--- src/rtl/strip_conv_scheduler.sv ---
`default_nettype none
// ============================================================================
// Module      : strip_conv_scheduler
// Description : Frame controller for the strip convolution units. It resets
//               the units, loads and broadcasts the 3x3 kernel, starts all
//               strips, then drains their results into one pixel stream.
// Revision    : 1.0 - initial release
// ============================================================================
module strip_conv_scheduler #(
  parameter int NUM_STRIPS  = 8,
  parameter int STRIP_WORDS = 6216,
  parameter int KRD_LAT     = 1,
  parameter int OUT_LAT     = 2,
  parameter int FIFO_DEPTH  = 4
) (
  input  logic                    clk,
  input  logic                    reset,
  input  logic                    frame_start,
  output logic                    busy,
  output logic                    frame_done,
  output logic [3:0]              kernel_addr,
  output logic                    kernel_rd_en,
  input  logic [8:0]              kernel_rdata,
  output logic [80:0]             kernel_flat,
  output logic                    kernel_read_complete,
  output logic                    strip_rst,
  output logic [NUM_STRIPS-1:0]   strip_start,
  input  logic [NUM_STRIPS-1:0]   strip_done,
  output logic [15:0]             strip_addr,
  input  logic [9*NUM_STRIPS-1:0] strip_out,
  output logic                    pix_valid,
  output logic [8:0]              pix_data,
  output logic                    pix_last,
  input  logic                    pix_ready
);

  localparam int c_SIDX_W = (NUM_STRIPS > 1) ? $clog2(NUM_STRIPS) : 1;
  localparam int c_PTR_W  = $clog2(FIFO_DEPTH);
  localparam int c_CNT_W  = $clog2(FIFO_DEPTH + 1);

  typedef enum logic [2:0] {
    ST_IDLE, ST_SRST, ST_KLOAD, ST_KWAIT, ST_RUN, ST_READOUT, ST_FINISH
  } state_t;

  state_t                r_state, w_state_n;
  logic [3:0]            r_cnt;
  logic [KRD_LAT-1:0]    r_kv;
  logic [3:0]            r_kidx [KRD_LAT];
  logic [80:0]           r_kflat;
  logic [NUM_STRIPS-1:0] r_done;
  logic [c_SIDX_W-1:0]   r_s;
  logic [15:0]           r_w;
  logic                  r_issued_all;
  logic [OUT_LAT-1:0]    r_tv, r_tl;
  logic [c_SIDX_W-1:0]   r_ts [OUT_LAT];
  logic [9:0]            r_mem [FIFO_DEPTH];
  logic [c_PTR_W-1:0]    r_wp, r_rp;
  logic [c_CNT_W-1:0]    r_fcnt;

  logic                  w_last_word, w_issue, w_push, w_pop, w_fvalid;
  logic [8:0]            w_slice;
  int                    w_inflight;

  assign w_fvalid    = (r_fcnt != '0);
  assign w_pop       = w_fvalid && pix_ready;
  assign w_push      = r_tv[OUT_LAT-1];
  assign w_last_word = (r_s == c_SIDX_W'(NUM_STRIPS - 1)) && (r_w == 16'(STRIP_WORDS - 1));

  // Issue is throttled so every in-flight word is guaranteed a FIFO slot.
  always_comb begin
    w_inflight = 0;
    for (int i = 0; i < OUT_LAT; i++) w_inflight = w_inflight + int'(r_tv[i]);
    w_issue = (r_state == ST_READOUT) && !r_issued_all &&
              ((int'(r_fcnt) + w_inflight) < FIFO_DEPTH);
  end

  always_comb begin
    w_slice = '0;
    for (int n = 0; n < NUM_STRIPS; n++)
      if (r_ts[OUT_LAT-1] == c_SIDX_W'(n)) w_slice = strip_out[9*n +: 9];
  end

  always_ff @(posedge clk or negedge reset) begin
    if (!reset) r_state <= ST_IDLE;
    else        r_state <= w_state_n;
  end

  always_comb begin
    w_state_n            = r_state;
    busy                 = (r_state != ST_IDLE);
    frame_done           = 1'b0;
    kernel_rd_en         = 1'b0;
    kernel_addr          = '0;
    kernel_read_complete = 1'b0;
    strip_rst            = 1'b0;
    strip_start          = '0;
    strip_addr           = '0;
    case (r_state)
      ST_IDLE:  if (frame_start) w_state_n = ST_SRST;
      ST_SRST: begin
        strip_rst = 1'b1;
        if (r_cnt == 4'd1) w_state_n = ST_KLOAD;
      end
      ST_KLOAD: begin
        kernel_rd_en = 1'b1;
        kernel_addr  = r_cnt;
        if (r_cnt == 4'd8) w_state_n = ST_KWAIT;
      end
      ST_KWAIT: if (r_cnt == 4'(KRD_LAT - 1)) w_state_n = ST_RUN;
      ST_RUN: begin
        kernel_read_complete = 1'b1;
        strip_start          = '1;
        if (&(r_done | strip_done)) w_state_n = ST_READOUT;
      end
      ST_READOUT: begin
        kernel_read_complete = 1'b1;
        strip_start          = '1;
        strip_addr           = r_w;
        if (w_pop && r_mem[r_rp][9]) w_state_n = ST_FINISH;
      end
      ST_FINISH: begin
        frame_done = 1'b1;
        w_state_n  = ST_IDLE;
      end
      default:  w_state_n = ST_IDLE;
    endcase
  end

  always_ff @(posedge clk or negedge reset) begin
    if (!reset) begin
      r_cnt        <= '0;
      r_kv         <= '0;
      r_kflat      <= '0;
      r_done       <= '0;
      r_s          <= '0;
      r_w          <= '0;
      r_issued_all <= 1'b0;
      r_tv         <= '0;
      r_tl         <= '0;
      r_wp         <= '0;
      r_rp         <= '0;
      r_fcnt       <= '0;
      for (int i = 0; i < KRD_LAT; i++) r_kidx[i] <= '0;
      for (int i = 0; i < OUT_LAT; i++) r_ts[i] <= '0;
    end else begin
      r_cnt <= (w_state_n != r_state) ? 4'd0 : r_cnt + 4'd1;

      // Read-latency-matched index pipeline steering each coefficient to its slot.
      r_kv[0]   <= (r_state == ST_KLOAD);
      r_kidx[0] <= r_cnt;
      for (int i = 1; i < KRD_LAT; i++) begin
        r_kv[i]   <= r_kv[i-1];
        r_kidx[i] <= r_kidx[i-1];
      end
      for (int k = 0; k < 9; k++)
        if (r_kv[KRD_LAT-1] && (r_kidx[KRD_LAT-1] == 4'(k))) r_kflat[9*k +: 9] <= kernel_rdata;

      if (r_state == ST_SRST) r_done <= '0;
      else if (r_state == ST_RUN) r_done <= r_done | strip_done;

      if (r_state == ST_SRST) begin
        r_s          <= '0;
        r_w          <= '0;
        r_issued_all <= 1'b0;
        r_tv         <= '0;
        r_wp         <= '0;
        r_rp         <= '0;
        r_fcnt       <= '0;
      end else begin
        r_tv[0] <= w_issue;
        r_tl[0] <= w_last_word;
        r_ts[0] <= r_s;
        for (int i = 1; i < OUT_LAT; i++) begin
          r_tv[i] <= r_tv[i-1];
          r_tl[i] <= r_tl[i-1];
          r_ts[i] <= r_ts[i-1];
        end
        if (w_issue) begin
          if (w_last_word) r_issued_all <= 1'b1;
          if (r_w == 16'(STRIP_WORDS - 1)) begin
            r_w <= '0;
            if (!w_last_word) r_s <= r_s + 1'b1;
          end else begin
            r_w <= r_w + 16'd1;
          end
        end
        if (w_push) r_wp <= r_wp + 1'b1;
        if (w_pop)  r_rp <= r_rp + 1'b1;
        if (w_push && !w_pop)      r_fcnt <= r_fcnt + 1'b1;
        else if (!w_push && w_pop) r_fcnt <= r_fcnt - 1'b1;
      end
    end
  end

  always_ff @(posedge clk) begin
    if (w_push) r_mem[r_wp] <= {r_tl[OUT_LAT-1], w_slice};
  end

  assign kernel_flat = r_kflat;
  assign pix_valid   = w_fvalid;
  assign pix_data    = w_fvalid ? r_mem[r_rp][8:0] : 9'd0;
  assign pix_last    = w_fvalid ? r_mem[r_rp][9] : 1'b0;

endmodule
`default_nettype wire

--- config.mk ---
export PLATFORM = sky130hd
export DESIGN_NAME = strip_conv_scheduler
export DESIGN_NICKNAME = d
export VERILOG_FILES = /design/src/rtl/strip_conv_scheduler.sv
export SDC_FILE = /design/constraint.sdc
export NUM_CORES = 1
export LEC_CHECK = 0
export ABC_CLOCK_PERIOD_IN_PS = 2500
export CORE_UTILIZATION = 49
export DETAILED_ROUTE_END_ITERATION = 8
export PLACE_DENSITY = 0.9
export SLEW_MARGIN = 20
export SYNTH_ARGS = -nofsm -noshare
export SYNTH_HDL_FRONTEND = slang
export SYNTH_SLANG_ARGS = --single-unit
--- constraint.sdc ---
create_clock -name clk -period 2.5 [get_ports clk]
set_input_delay 0.375 -clock clk [delete_from_list [all_inputs] [get_ports clk]]
set_output_delay 0.375 -clock clk [all_outputs]
set_load 0.03 [all_outputs]
# Word-level counts from Yosys, hierarchy flattened
# Memories as Yosys holds them, arrays and structs flattened.
# Cells that the tools add are included.
# op_classes
magnitude_cmp	1
reduce_logical	36
eq_ne	27
addsub	9
mux	47
n_bitwise	1
# ops
cell	n
$mux W9	9
$mux W16	4
$mux W3	13
$eq A3 B3 Y1 const B	8
$mux W8	3
$pmux W3 S6	1
$add A16 B1 Y16 const B	1
$eq A16 B13 Y1 const B	1
$eq A4 B3 Y1 const B	4
$logic_and A1 B1 Y1	16
$eq A3 B2 Y1 const B	4
$reduce_bool A2 Y1	6
$mux W1	10
$mux W2	5
$reduce_bool A3 Y1	3
$eq A4 B1 Y1 const B	2
$eq A4 B2 Y1 const B	2
$eq A4 B4 Y1 const B	2
$logic_not A4 Y1	2
$mux W4	2
$or A8 B8 Y8	1
$reduce_and A8 Y1	1
$add A3 B1 Y3 const B	2
$eq A3 B1 Y1 const B	2
13 further kinds	17
# word_totals
mem_count	1
out_inout_bits	125
ramBits	40
ff_bits	138
elab_cells	146
# memory_table
name	words	word_bits	read_ports	rd_clocked_by_memory_dff	write_ports	line	text
r_mem	4	10	1	0	1	56	logic [9:0] r_mem [FIFO_DEPTH];

# Logic depth before layout (Yosys ltp)
# Gate-level depths: netlist (run 1).
# logic_depth
depth_word	9
ltp_mapped	8

# Worst setup path before layout (run 1)
# No wires, ideal clock.
# synth_path
path_type	reg-to-reg
from	register r_fcnt[0]
to	register r_w[12]
required_ps	2434
path_stages_with_launch	8
arrival_time_ps	2216
path_slack_ps	218
synth_period_minus_slack_ps	2282
path_cell_list	dfrtp_1 > ha_1 > a21o_1 > a2111o_1 > inv_1 > nand2b_1 > or4_1 > nand2_1
# synth_via
elab_chain_len	4
# synth_rtl
element	line	text
from (decl)	58	logic [c_CNT_W-1:0] r_fcnt;
from (signal assigned)	189	if (w_push && !w_pop) r_fcnt <= r_fcnt + 1'b1;
from (signal assigned)	190	else if (!w_push && w_pop) r_fcnt <= r_fcnt - 1'b1;
$add A3 B2 Y4	74	((int'(r_fcnt) + w_inflight) < FIFO_DEPTH);
$lt A4 B3 Y1	74	
$logic_and A1 B1 Y1	73	w_issue = (r_state == ST_READOUT) && !r_issued_all &&
$reduce_bool A2 Y1 (no source line)	-	
to (signal assigned)	184	r_w <= r_w + 16'd1;
to (decl)	52	logic [15:0] r_w;
# No other way between the ends.
# A chain may end at the register's enable or synchronous reset.

# Final worst setup path (run 1)
# Ends and elaborated chain as after synthesis.

==> results of run 1 <==
layout by cell type, fill, tap and decap left out, drive strengths merged, types with 24 or more instances in the layout:
cell | Yosys | routed
and2 | 24 | 24
buf | 15 | 32
clkdlybuf4s50 | 0 | 184
dfrtp | 138 | 138
edfxtp | 40 | 40
mux2 | 97 | 97
mux4 | 28 | 28
nand2 | 35 | 35
nor2 | 27 | 27
o21ai | 30 | 30
worst reg2reg max path, stage by stage (launching register included):
cell and delay (ps):
dfrtp_1 450, ha_1 290, a21o_1 170, a2111o_1 520
inv_1 210, nand2b_1 100, or4_1 500, nand2_1 80
path summary, 6_finish.rpt:
kind,startpoint,endpoint,cells after the start
worst max-delay path,r_fcnt[0],r_w[12],7
worst min-delay path,r_cnt[1],r_kidx[1],0
worst max register to register,r_fcnt[0],r_w[12],7
worst min register to register,r_cnt[1],r_kidx[1],0
max in group asynchronous,reset,r_state[2],3
min in group asynchronous,reset,kernel_flat[35],2
metal layers:
metal	vias to the layer above	part of all wire	global-route usage	routed length, µm
met5	-	0	0	0
met1	2875	0.41	0.283	7710
met3	16	0.071	0.0521	1330
met2	236	0.50	0.392	9380
li1	2658	-	-	-
met4	0	0.010	0.0669	189
power by group through the flow:
stage                     registers (mW)  logic, mW  clock network, mW
final                               3.97       4.70               2.57
after floorplan                     4.71       2.11                  0
after CTS                           3.97       4.64               2.62
after detailed placement            4.01       4.68                  0
after global placement              3.97       4.58                  0
after global routing                4.05       5.06               2.74
synth_stat cells, drive strengths merged, types with 3 or more instances:
library cell  number
nand3b             7
a311oi             4
a21oi             13
nand4              4
nand2             35
nor3b              6
nor2              27
or4                4
edfxtp            40
and2              24
nand3              8
a211oi             5
nor2b             13
and3               3
buf               15
nor3              13
xnor2              6
o22ai              3
o21ai             30
mux2              97
clkbuf            19
o31ai              6
nand2b             3
ha                11
dfrtp            138
inv               10
mux2i              4
mux4              28
layout make-up:
type / count / area share
inverter: 10 / 0.00335
clock inverter: 13 / 0.0109
clock buffer: 19 / 0.0405
tap: 216 / 0.0241
multi-input combinational: 376 / 0.295
timing repair buffer: 243 / 0.211
sequential: 178 / 0.416
sequential cells by signal, indices dropped and copies added, names as in the netlist, 2 cells and up:
name         flops
kernel_flat     81
r_mem           40
r_w             16
r_done           8
r_ts             6
r_cnt            4
r_kidx           4
r_fcnt           3
r_s              3
r_state          3
r_rp             2
r_tl             2
r_tv             2
r_wp             2
what timing repair did:
action | CTS | global route
hold buffers | 1 | 0
buffers inserted | 2 | 2
endpoints found under the setup margin | 35 | 19
gates resized for setup | 26 | 10
cloned | 0 | 1
hold endpoints to repair | 60 | 0
kinds of logic after synthesis:
logic type      Yosys count  share of synthesized area
compound gates           73                     0.0554
xor+xnor                  8                    0.00861
fa+ha+maj                12                     0.0194
buf+inv                  44                     0.0246
flops                   178                      0.572
mux                     129                      0.217
simple gates            153                      0.103
==> flow_metrics.env, run 1 <==
export IMPL_ys_flop_type="dfrtp_1"
export IMPL_layout_drive_gt1_share=0.236
export IMPL_synth_area_top_cells="dfrtp_1, edfxtp_1, mux2_2"
export IMPL_first_pass_iters=4
export IMPL_synth_cells=597
export IMPL_skew_ps=8.54
export IMPL_regArea_um2=4660
export IMPL_async_flop_share=0.775
export IMPL_setup_tns_final_ps=0
export IMPL_crit_family="compound AO/OA/AOI/OAI gates"
export IMPL_tightest_slew_ps=698
export IMPL_crit_chain="ha_1 -> a21o_1 -> a2111o_1 -> inv_1 -> nand2b_1 -> or4_1 -> nand2_1"
export IMPL_synth_distinct_cells=49
export IMPL_drtAntennaViolNets=0
export IMPL_switchingPower_mw=4.18
export IMPL_overflow=0
export IMPL_pre_cts_ws_ps=171
export IMPL_drc=0
export IMPL_clock_latency_ps=430
export IMPL_die_h_um=131
export IMPL_finalInstanceArea_um2=11200
export IMPL_syn_num_nets=702
export IMPL_intPower_mw=7.05
export IMPL_grt_max_degree=63
export IMPL_cts_tree="done"
export IMPL_setup_violations=0
export IMPL_critical_path_max_fanout=7
export IMPL_yosysSeqAreaShare=0.572
export IMPL_hpwl_mm=13.1
export IMPL_period_share=0.958
export IMPL_fp_coreArea_um2=16100
export IMPL_avgViaCountPerCell=5.48
export IMPL_std_cell_rows=46
export IMPL_die_area_um2=17100
export IMPL_synth_top_area_frac=0.424
export IMPL_reg2reg_slack_ps=100
export IMPL_slew_headroom=0.535
export IMPL_synth_edf_count=40
export IMPL_startpoint_type="flop"
export IMPL_gp_congestion=0.863
export IMPL_fmax_mhz=418
export IMPL_dp_cells=1017
export IMPL_cp_arrival_ps=2760
export IMPL_synthToLayoutAreaGrowth_pct=37.7
export IMPL_critical_path_buf_inv_count=1
export IMPL_postSynthAreaPerCell_um2=13.6
export IMPL_final_cells=1055
export IMPL_post_drt_wl_per_cell_um=17.6
export IMPL_diodes=0
export IMPL_tritoncts_num_buffers=17
export IMPL_setup_slack_ps=105
export IMPL_min_period_ps=2400
export IMPL_p_sw_frac=0.372
export IMPL_leakage_nw=4.72
export IMPL_crit_slowest_cell="a2111o_1"
export IMPL_seqPwrFrac=0.353
export IMPL_postPlaceCellArea_um2=10600
export IMPL_final_nets=931
export IMPL_start_util=0.507
export IMPL_routed_wl_mm=18.6
export IMPL_die_w_um=131
export IMPL_track_usage=0.226
export IMPL_p_per_area_nw_per_um2=1000
export IMPL_syn_area_um2=8140
export IMPL_port_buffer_count=217
export IMPL_htree_levels=4
export IMPL_synth_top_cell_by_area="dfrtp_1"
export IMPL_grt_pass1_vias=5608
export IMPL_cp_data_required_time_ps=2860
export IMPL_cts_max_path_buffers=2
export IMPL_vdd_ir_drop_max_mv=0.609
export IMPL_total_power_mw=11.2
export IMPL_critical_path_class="flop to flop"
export IMPL_grt_pass1_wl_mm=29.2
export IMPL_status="finished, final reports clean"
export IMPL_first_iter_violations=315
export IMPL_end_kind="flop"
export IMPL_cts_root_buf="clkbuf_16"
export IMPL_multi_input_area_um2=3300
export IMPL_synth_seq_cells=178
export IMPL_yosys_warnings=0
export IMPL_hp_class="flop to flop"
export IMPL_drv_slew=0
export IMPL_num_vias=5785
export IMPL_boundaryPins=218
export IMPL_utilization=0.698
export IMPL_antenna_found_initial=0
export IMPL_whs_ps=436
export IMPL_combPwrFrac=0.418
export IMPL_rsz0062_at_grt="false"
export IMPL_max_cap_viol_count=0
export IMPL_slowest_delay_ps=520
export IMPL_path_clk_slew_ps=60
export IMPL_cts_sinks=178
export IMPL_hold_violations=0
export IMPL_clockPowerShare=0.229
export IMPL_nFillCells=1112
No activity file was read; power rests on OpenSTA's default activity.
==> inputs of run 2 (changes only) <==
- ABC_CLOCK_PERIOD_IN_PS: 2500 -> 3000
- CORE_UTILIZATION: 49 -> 53
- PLACE_DENSITY: 0.9 -> unset
- PLACE_DENSITY_LB_ADDON: unset -> 0.2
- SLEW_MARGIN: 20 -> unset
- clock period: 2.5 -> 3 ns (I/O delays scaled with it)
==> flow_metrics.env, run 2 (synthesized netlist as in run 1, its figures left out) <==
export IMPL_status="finished, final reports clean"
export IMPL_diodes=0
export IMPL_min_period_ps=2840
export IMPL_grt_max_degree=106
export IMPL_dr_wl_met2_mm=9.63
export IMPL_clock_latency_ps=420
export IMPL_p_per_area_nw_per_um2=842
export IMPL_num_vias=5819
export IMPL_p_sw_frac=0.367
export IMPL_clockPowerShare=0.225
export IMPL_routed_wl_mm=19.3
export IMPL_mostFrequentLayoutCell="clkdlybuf4s50_1"
export IMPL_htree_levels=4
export IMPL_crit_slowest_cell="clkdlybuf4s50_1"
export IMPL_gp_congestion=0.880
export IMPL_end_kind="primary output"
export IMPL_crit_chain="inv_1 -> nand2_1 -> nor2_1 -> and2_1 -> clkdlybuf4s50_1"
export IMPL_worst_r2r_cell_count=7
export IMPL_overflow=0
export IMPL_die_w_um=126
export IMPL_post_drt_wl_per_cell_um=19.2
export IMPL_leakage_nw=4.47
export IMPL_setup_tns_final_ps=0
export IMPL_fp_coreArea_um2=14800
export IMPL_grt_pass1_wl_mm=31.3
export IMPL_first_pass_iters=5
export IMPL_drtAntennaViolNets=0
export IMPL_hp_class="input port to asynchronous set/reset pin"
export IMPL_setup_violations=0
export IMPL_vdd_ir_drop_max_mv=0.489
export IMPL_timing_rr_start="r_fcnt[0]"
export IMPL_top_layer="met4"
export IMPL_track_usage=0.256
export IMPL_slowest_delay_ps=670
export IMPL_first_iter_violations=420
export IMPL_synthToLayoutAreaGrowth_pct=35.5
export IMPL_tritoncts_num_buffers=17
export IMPL_antenna_found_initial=0
export IMPL_nFillCells=951
export IMPL_start_util=0.551
export IMPL_final_cells=1006
export IMPL_tightest_slew_ps=947
export IMPL_rsz0062_at_grt="true"
export IMPL_period_share=0.947
export IMPL_cts_sinks=178
export IMPL_boundaryPins=218
export IMPL_hold_violations=0
export IMPL_wl_met3_mm=1.07
export IMPL_final_nets=915
export IMPL_drv_slew=0
export IMPL_startpoint_type="flop"
export IMPL_r2r_end="r_w[12]"
export IMPL_die_h_um=126
export IMPL_critical_path_max_fanout=13
export IMPL_hpwl_mm=14.0
export IMPL_skew_ps=6.30
export IMPL_drc=0
export IMPL_cts_root_buf="clkbuf_16"
export IMPL_met1_length_mm=8.12
export IMPL_largest_register_ffs=81
export IMPL_reg2reg_slack_ps=500
export IMPL_intPower_mw=5.87
export IMPL_avgViaCountPerCell=5.78
export IMPL_dp_cells=975
export IMPL_max_cap_viol_count=0
export IMPL_std_cell_rows=44
export IMPL_seqPwrFrac=0.360
export IMPL_port_buffer_count=217
export IMPL_die_area_um2=15800
export IMPL_whs_ps=113
export IMPL_combPwrFrac=0.415
export IMPL_grt_pass1_vias=5961
export IMPL_layout_common_cells="clkdlybuf4s50_1, dfrtp_1, mux2_2"
export IMPL_cp_arrival_ps=2390
export IMPL_switchingPower_mw=3.41
export IMPL_cts_tree="done"
export IMPL_slew_headroom=0.368
export IMPL_cts_max_path_buffers=2
export IMPL_fmax_mhz=352
export IMPL_cp_data_required_time_ps=2550
export IMPL_layout_drive_gt1_share=0.208
export IMPL_path_clk_slew_ps=60
export IMPL_critical_path_class="flop to primary output"
export IMPL_holdBufCountCts=0
## run 2: through the flow
stage / util / cell area [µm²] / setup WS [ps] / power, mW
after global placement: 0.709 / 10500 / 591 / 7.10
final: 0.747 / 11000 / 159 / 9.28
after floorplan: - / 8140 / 718 / 5.69
after CTS: 0.747 / 11000 / 133 / 9.34
after global routing: 0.747 / 11000 / -5.01 / 9.70
after detailed placement: 0.709 / 10500 / 527 / 7.23
## run 2: repair_timing
action                                  CTS  global route
resized for setup                         0             1
setup buffers                             0             0
endpoints found under the setup margin    0            17
## run 2: worst max path at each step
stage | start | endpoint | slack [ps] | cells past startpoint
2_1_floorplan | r_fcnt[0] | r_w[12] | 720 | 7
3_3_place_gp | r_fcnt[0] | r_w[12] | 590 | 7
3_5_place_dp | r_w[4] | r_s[1] | 530 | 5
4_1_cts | r_state[2] | kernel_addr[2] | 130 | 5
5_1_grt | r_state[2] | strip_start[1] | -5 | 3
6_report | r_state[2] | kernel_addr[2] | 160 | 5
## run 2: power groups by stage
stage	sequential [mW]	combinational (mW)	clock (mW)
after floorplan	3.93	1.76	0
after global placement	3.33	3.76	0
after detailed placement	3.38	3.85	0
after CTS	3.34	3.87	2.13
after global routing	3.41	4.08	2.22
final	3.34	3.85	2.09
## run 2: routing by layer
layer,track usage,up-vias
met5,0,-
met4,0.0957,0
met3,0.0514,44
met2,0.419,222
met1,0.339,2944
li1,-,2609
## run 2: worst max-delay path: cells and delay by family, from the launching register on
kind,cells,cell delay (ps)
and+or+nand+nor,3,560
buffers and inverters,2,970
DFF,1,440
## run 2: final cells by class
cell class                 count  area [µm²]  share of cell area
multi-input combinational    375        3280               0.298
inverter                      10        37.5             0.00341
timing repair buffer         228        2260               0.205
clock inverter                 9        81.3             0.00738
sequential                   178        4650               0.422
clock buffer                  22         475              0.0431
tap                          184         230              0.0209
